**config.mk**
```make
export PLATFORM = sky130hd
export DESIGN_NAME = dma_engine
export DESIGN_NICKNAME = d
export VERILOG_FILES = /design/src/rtl/dma_engine.sv
export SDC_FILE = /design/constraint.sdc
export NUM_CORES = 1
export LEC_CHECK = 0
export CELL_PAD_IN_SITES_DETAIL_PLACEMENT = 1
export CELL_PAD_IN_SITES_GLOBAL_PLACEMENT = 1
export CORE_MARGIN = 8
export CORE_UTILIZATION = 42
export DETAILED_ROUTE_END_ITERATION = 8
export GPL_TIMING_DRIVEN = 0
export MAX_ROUTING_LAYER = met4
export PLACE_DENSITY = 0.8
export SLEW_MARGIN = 20
export SYNTH_ARGS = -nofsm -noshare
export SYNTH_HDL_FRONTEND = slang
export SYNTH_SLANG_ARGS = --single-unit
export TNS_END_PERCENT = 30
```
**constraint.sdc**
```tcl
create_clock -name clk -period 9.64 [get_ports clk]
set_clock_uncertainty 0.2 [all_clocks]
set_input_delay 1.928 -clock clk [delete_from_list [all_inputs] [get_ports clk]]
set_output_delay 1.928 -clock clk [all_outputs]
set_load 0.005 [all_outputs]
```
**src/rtl/dma_engine.sv**
```systemverilog
// dma_engine: disk-to-main-memory word DMA controller with a four-register CPU interface.
// Each word is a DISK_RD/MEM_WR pair; busy spans the transfer and irq pulses once in DONE.
module dma_engine #(
   parameter int MEM_AW = 15,
   parameter int DATA_W = 32
) (
   input  logic              clk,
   input  logic              rst,
   input  logic              reg_wr_en,
   input  logic              reg_rd_en,
   input  logic [1:0]        reg_addr,
   input  logic [DATA_W-1:0] reg_wdata,
   output logic [DATA_W-1:0] reg_rdata,
   output logic              disk_req,
   output logic [DATA_W-1:0] disk_addr,
   input  logic              disk_ack,
   input  logic [DATA_W-1:0] disk_rdata,
   output logic              mem_req,
   output logic [MEM_AW-1:0] mem_addr,
   output logic [DATA_W-1:0] mem_wdata,
   input  logic              mem_done,
   output logic              busy,
   output logic              irq
);

   typedef enum logic [1:0] {
      ST_IDLE    = 2'd0,
      ST_DISK_RD = 2'd1,
      ST_MEM_WR  = 2'd2,
      ST_DONE    = 2'd3
   } state_e;

   state_e              state_q, state_d;
   logic [DATA_W-1:0]   disk_reg_q, disk_reg_d;
   logic [MEM_AW-1:0]   mem_reg_q, mem_reg_d;
   logic [DATA_W-1:0]   tsize_q, tsize_d;
   logic [DATA_W-1:0]   cur_disk_q, cur_disk_d;
   logic [MEM_AW-1:0]   cur_mem_q, cur_mem_d;
   logic [DATA_W-3:0]   cnt_q, cnt_d;
   logic [DATA_W-1:0]   buf_q, buf_d;
   logic [DATA_W-1:0]   rdata_q, rdata_d;
   logic                busy_s;
   logic                start_s;

   assign busy_s = (state_q == ST_DISK_RD) || (state_q == ST_MEM_WR);

   // Register file writes/reads, then the transfer state machine.
   always_comb begin
      state_d    = state_q;
      disk_reg_d = disk_reg_q;
      mem_reg_d  = mem_reg_q;
      tsize_d    = tsize_q;
      cur_disk_d = cur_disk_q;
      cur_mem_d  = cur_mem_q;
      cnt_d      = cnt_q;
      buf_d      = buf_q;
      rdata_d    = rdata_q;
      start_s    = 1'b0;

      if (reg_wr_en && !busy_s) begin
         case (reg_addr)
            2'd0:    disk_reg_d = {reg_wdata[DATA_W-1:2], 2'b00};
            2'd1:    mem_reg_d  = {reg_wdata[MEM_AW-1:2], 2'b00};
            2'd2:    tsize_d    = reg_wdata;
            2'd3:    start_s    = reg_wdata[0] && (state_q == ST_IDLE);
            default: start_s    = 1'b0;
         endcase
      end else begin
         start_s = 1'b0;
      end

      // Reads sample the pre-write register values, so a same-cycle write/read returns the old value.
      if (reg_rd_en) begin
         case (reg_addr)
            2'd0:    rdata_d = disk_reg_q;
            2'd1:    rdata_d = {{(DATA_W-MEM_AW){1'b0}}, mem_reg_q};
            2'd2:    rdata_d = tsize_q;
            2'd3:    rdata_d = {{(DATA_W-1){1'b0}}, busy_s};
            default: rdata_d = rdata_q;
         endcase
      end else begin
         rdata_d = rdata_q;
      end

      case (state_q)
         ST_IDLE: begin
            if (start_s) begin
               cur_disk_d = disk_reg_q;
               cur_mem_d  = mem_reg_q;
               cnt_d      = tsize_q[DATA_W-1:2];
               state_d    = (tsize_q[DATA_W-1:2] == (DATA_W-2)'(0)) ? ST_DONE : ST_DISK_RD;
            end else begin
               state_d = ST_IDLE;
            end
         end
         ST_DISK_RD: begin
            if (disk_ack) begin
               buf_d   = disk_rdata;
               state_d = ST_MEM_WR;
            end else begin
               state_d = ST_DISK_RD;
            end
         end
         ST_MEM_WR: begin
            if (mem_done) begin
               cur_disk_d = cur_disk_q + DATA_W'(4);
               cur_mem_d  = cur_mem_q + MEM_AW'(4);
               cnt_d      = cnt_q - (DATA_W-2)'(1);
               state_d    = (cnt_q == (DATA_W-2)'(1)) ? ST_DONE : ST_DISK_RD;
            end else begin
               state_d = ST_MEM_WR;
            end
         end
         ST_DONE: state_d = ST_IDLE;
         default: state_d = ST_IDLE;
      endcase
   end

   // State and datapath registers, all cleared asynchronously.
   always_ff @(posedge clk or posedge rst) begin
      if (rst) begin
         state_q    <= ST_IDLE;
         disk_reg_q <= '0;
         mem_reg_q  <= '0;
         tsize_q    <= '0;
         cur_disk_q <= '0;
         cur_mem_q  <= '0;
         cnt_q      <= '0;
         buf_q      <= '0;
         rdata_q    <= '0;
      end else begin
         state_q    <= state_d;
         disk_reg_q <= disk_reg_d;
         mem_reg_q  <= mem_reg_d;
         tsize_q    <= tsize_d;
         cur_disk_q <= cur_disk_d;
         cur_mem_q  <= cur_mem_d;
         cnt_q      <= cnt_d;
         buf_q      <= buf_d;
         rdata_q    <= rdata_d;
      end
   end

   assign disk_req  = (state_q == ST_DISK_RD);
   assign mem_req   = (state_q == ST_MEM_WR);
   assign disk_addr = cur_disk_q;
   assign mem_addr  = cur_mem_q;
   assign mem_wdata = buf_q;
   assign busy      = busy_s;
   assign irq       = (state_q == ST_DONE);
   assign reg_rdata = rdata_q;

endmodule

```
==> flow_summary.yaml <==
run_status:
  outcome: "complete, no violations"
synthesis:
  synth.avg_cell_area_um2: 10.8
  synthDistinctLibCells: 61
  synth_top_area_share_pct: 51.2
  synth_top_area_cell: "dfrtp_1"
  synth_top_cells_by_count: "dfrtp_1, mux2_2, nor2_1"
  syn_inst: 966
  seq_area_frac_synth_pct: 51.2
  synth-edff-count: 0
  yosysMostFrequentCell: "dfrtp_1"
  synthFlopType: "dfrtp_1"
  ys_ff_latch: 214
  synth_area_um2: 10500
  yosysWarnings: 0
  async_reset_ff_share_pct: 100
  synth.area.top_cells: "dfrtp_1, mux2_2, mux2i_1, a21oi_1, nor2_1"
clocking:
  clock_sinks: 214
  cts_buffers: 24
  clk_pin_slew_ns: 0.06
  ctsHtreeMaxLevel: 1
  post_cts_resized: 0
  cts_root_buffer: "clkbuf_16"
  insertion_delay_ns: 0.52
  clockBufferDepth: 3
  cts_tree: "done"
  cts_setup_buffers: 0
  hold_buffers: 0
placed_design:
  portBuffers: 180
  place_hpwl_um: 27700
  place_area_um2: 12700
  routabilityCongestion: 0.913
critical_path:
  reg2reg_slack_ns: 6.36
  crit_buf_inv: 2
  crit_path_start: "reg_wr_en"
  cp.arrival_ns: 4.45
  critical_path_peak_fanout: 10
  critical_path.top_delay_family: "compound AO/OA/AOI/OAI gates"
  slowest_stage: "o31ai_2"
  path_depth: 7
  max_stage_delay_ns: 0.93
  crit_path_end: "disk_addr[30]$_DFFE_PP0P_"
  critPathLaunchType: "input pin"
  worstPathCellList: "clkdlybuf4s50_1, nand2b_1, o31ai_2, clkbuf_1, nand4_1, o21ai_0, a21oi_1"
  end_kind: "register"
  crit-reg2reg-capture: "disk_addr[30]$_DFFE_PP0P_"
  critPathRequiredTime_ns: 9.84
  path_class: "in -> reg"
  timing.rr.start: "state_q[0]$_DFF_PP0_"
  worstRegToRegCells: 8
floorplanning:
  start_util_pct: 42.8
  dieHeight_um: 174
  ios: 187
  rows: 57
  die_w_um: 174
  die_area_um2: 30200
  coreArea_um2: 24400
sta:
  layout_min_cycle_time_ns: 4.26
  max-slew-margin-rel_pct: 29.0
  rsz0062_at_grt: "no"
  max_freq_mhz: 235
  tightestPinTransition_ns: 1.06
  fin_crit_sh_pct: 44.2
  finalHoldViolations: 0
  final_max_slew_viol_count: 0
  setup_viol_count_final: 0
  worst_hold_slack_ns: 0.306
finish:
  area_growth_pct: 29.5
  n_fill_cell: 2660
  fin_area_um2: 13500
  n_antenna_cell: 0
  final_util_pct: 55.5
  fin_nets: 1258
  drive_gt1_share_pct: 17.4
grt:
  grt-ovfl-total: 0
  grt_pass1_vias: 9819
  grt_antenna_before_repair: 0
  grt_use_total_pct: 25.3
  grt_pass1_wl_um: 59300
  grt_max_degree: 99
min_path:
  hold_class: "reg -> reg"
pwr:
  irDropWorstVdd_mv: 0.192
  leakage_nw: 5.51
  power_mw: 4.30
  p_per_area_nw_per_um2: 318
drt:
  detail_route.wl_per_cell_um: 25.0
  routed_wl_um: 38000
  first_pass_iters: 5
  drc: 0
  num_vias: 9049
  drtIter0Drc: 835
  via_per_inst: 5.97
  ant_nets: 0
job:
  max-cap-violations: 0
registers in the layout (all words and copies together) (netlist names):
signal	count
reg_rdata	32
mem_addr	13
tsize_q	32
cnt_q	30
mem_wdata	32
disk_reg_q	30
mem_reg_q	13
disk_addr	30
state_q	2
power by group:
group | total (mW) | switching [mW] | internal (mW)
Combinational | 1.58 | 0.727 | 0.850
Clock | 0.937 | 0.381 | 0.556
Sequential | 1.78 | 0.491 | 1.29
metrics by stage:
step / std cells / TNS (ns) / setup slack (ns)
final: 1517 / 0 / 5.38
after global routing: 1517 / 0 / 5.33
after CTS: 1517 / 0 / 5.46
after detailed placement: 1475 / 0 / 4.92
after global placement: 1473 / -292.98 / -1.39
after floorplan: 969 / 0 / 1.66
layer usage:
layer	up-vias	wire [um]	GRT usage, %	part of all wire, %
met4	0	784	5.09	2.1
li1	4007	-	-	-
met2	307	18200	40.7	48
met3	57	2720	5.53	7.2
met5	-	0	-	0
met1	4678	16300	32.6	43
layout by cell type, fill, tap and decap left out, drive strengths merged, types with 10 or more instances in the layout:
cell	count
nor4	18
a221o	10
dfrtp	214
o22ai	37
inv	31
nor3	42
a21oi	59
buf	36
nor2	73
mux2	107
clkdlybuf4s50	180
and3	17
nand4	18
clkbuf	61
a22oi	19
nand2	48
mux2i	38
o21ai	51
nand3	24
how the worst min path moves through the flow:
stage | start | depth (start not counted) | endpoint | slack, ns
2_1_floorplan | cnt_q[11]$_DFFE_PP0P_ | 2 | cnt_q[11]$_DFFE_PP0P_ | 0.26
3_3_place_gp | mem_wdata[14]$_DFFE_PP0P_ | 1 | mem_wdata[14]$_DFFE_PP0P_ | 0.29
3_5_place_dp | mem_wdata[24]$_DFFE_PP0P_ | 1 | mem_wdata[24]$_DFFE_PP0P_ | 0.29
4_1_cts | mem_wdata[15]$_DFFE_PP0P_ | 1 | mem_wdata[15]$_DFFE_PP0P_ | 0.31
5_1_grt | mem_wdata[1]$_DFFE_PP0P_ | 1 | mem_wdata[1]$_DFFE_PP0P_ | 0.32
6_report | mem_wdata[15]$_DFFE_PP0P_ | 1 | mem_wdata[15]$_DFFE_PP0P_ | 0.31
cells by family (layout without fill, tap and decap cells):
logic type                 Yosys count  after routing  synth area share (%)
and+or+nand+nor                    274            274                  14.2
other                                1              4                0.0359
AOI/OAI and AO/OA                  229            229                  14.5
DFF                                214            214                  51.2
muxes                              145            145                  15.2
buffers and inverters               94            318                  3.84
adders and majority gates            9              9                  1.08
final cells by class:
| cell class | count | area, um^2 | area share (%) |
|---|---|---|---|
| flip-flops and latches | 214 | 5360 | 39.6 |
| multi-input cells | 661 | 4710 | 34.8 |
| repair buffers | 182 | 1860 | 13.7 |
| clock buffers | 32 | 692 | 5.11 |
| well taps | 324 | 405 | 3.00 |
| plain buffers | 63 | 285 | 2.11 |
| inverters | 31 | 124 | 0.915 |
| clock inverters | 10 | 106 | 0.786 |
(Power assumes the default switching activity.)
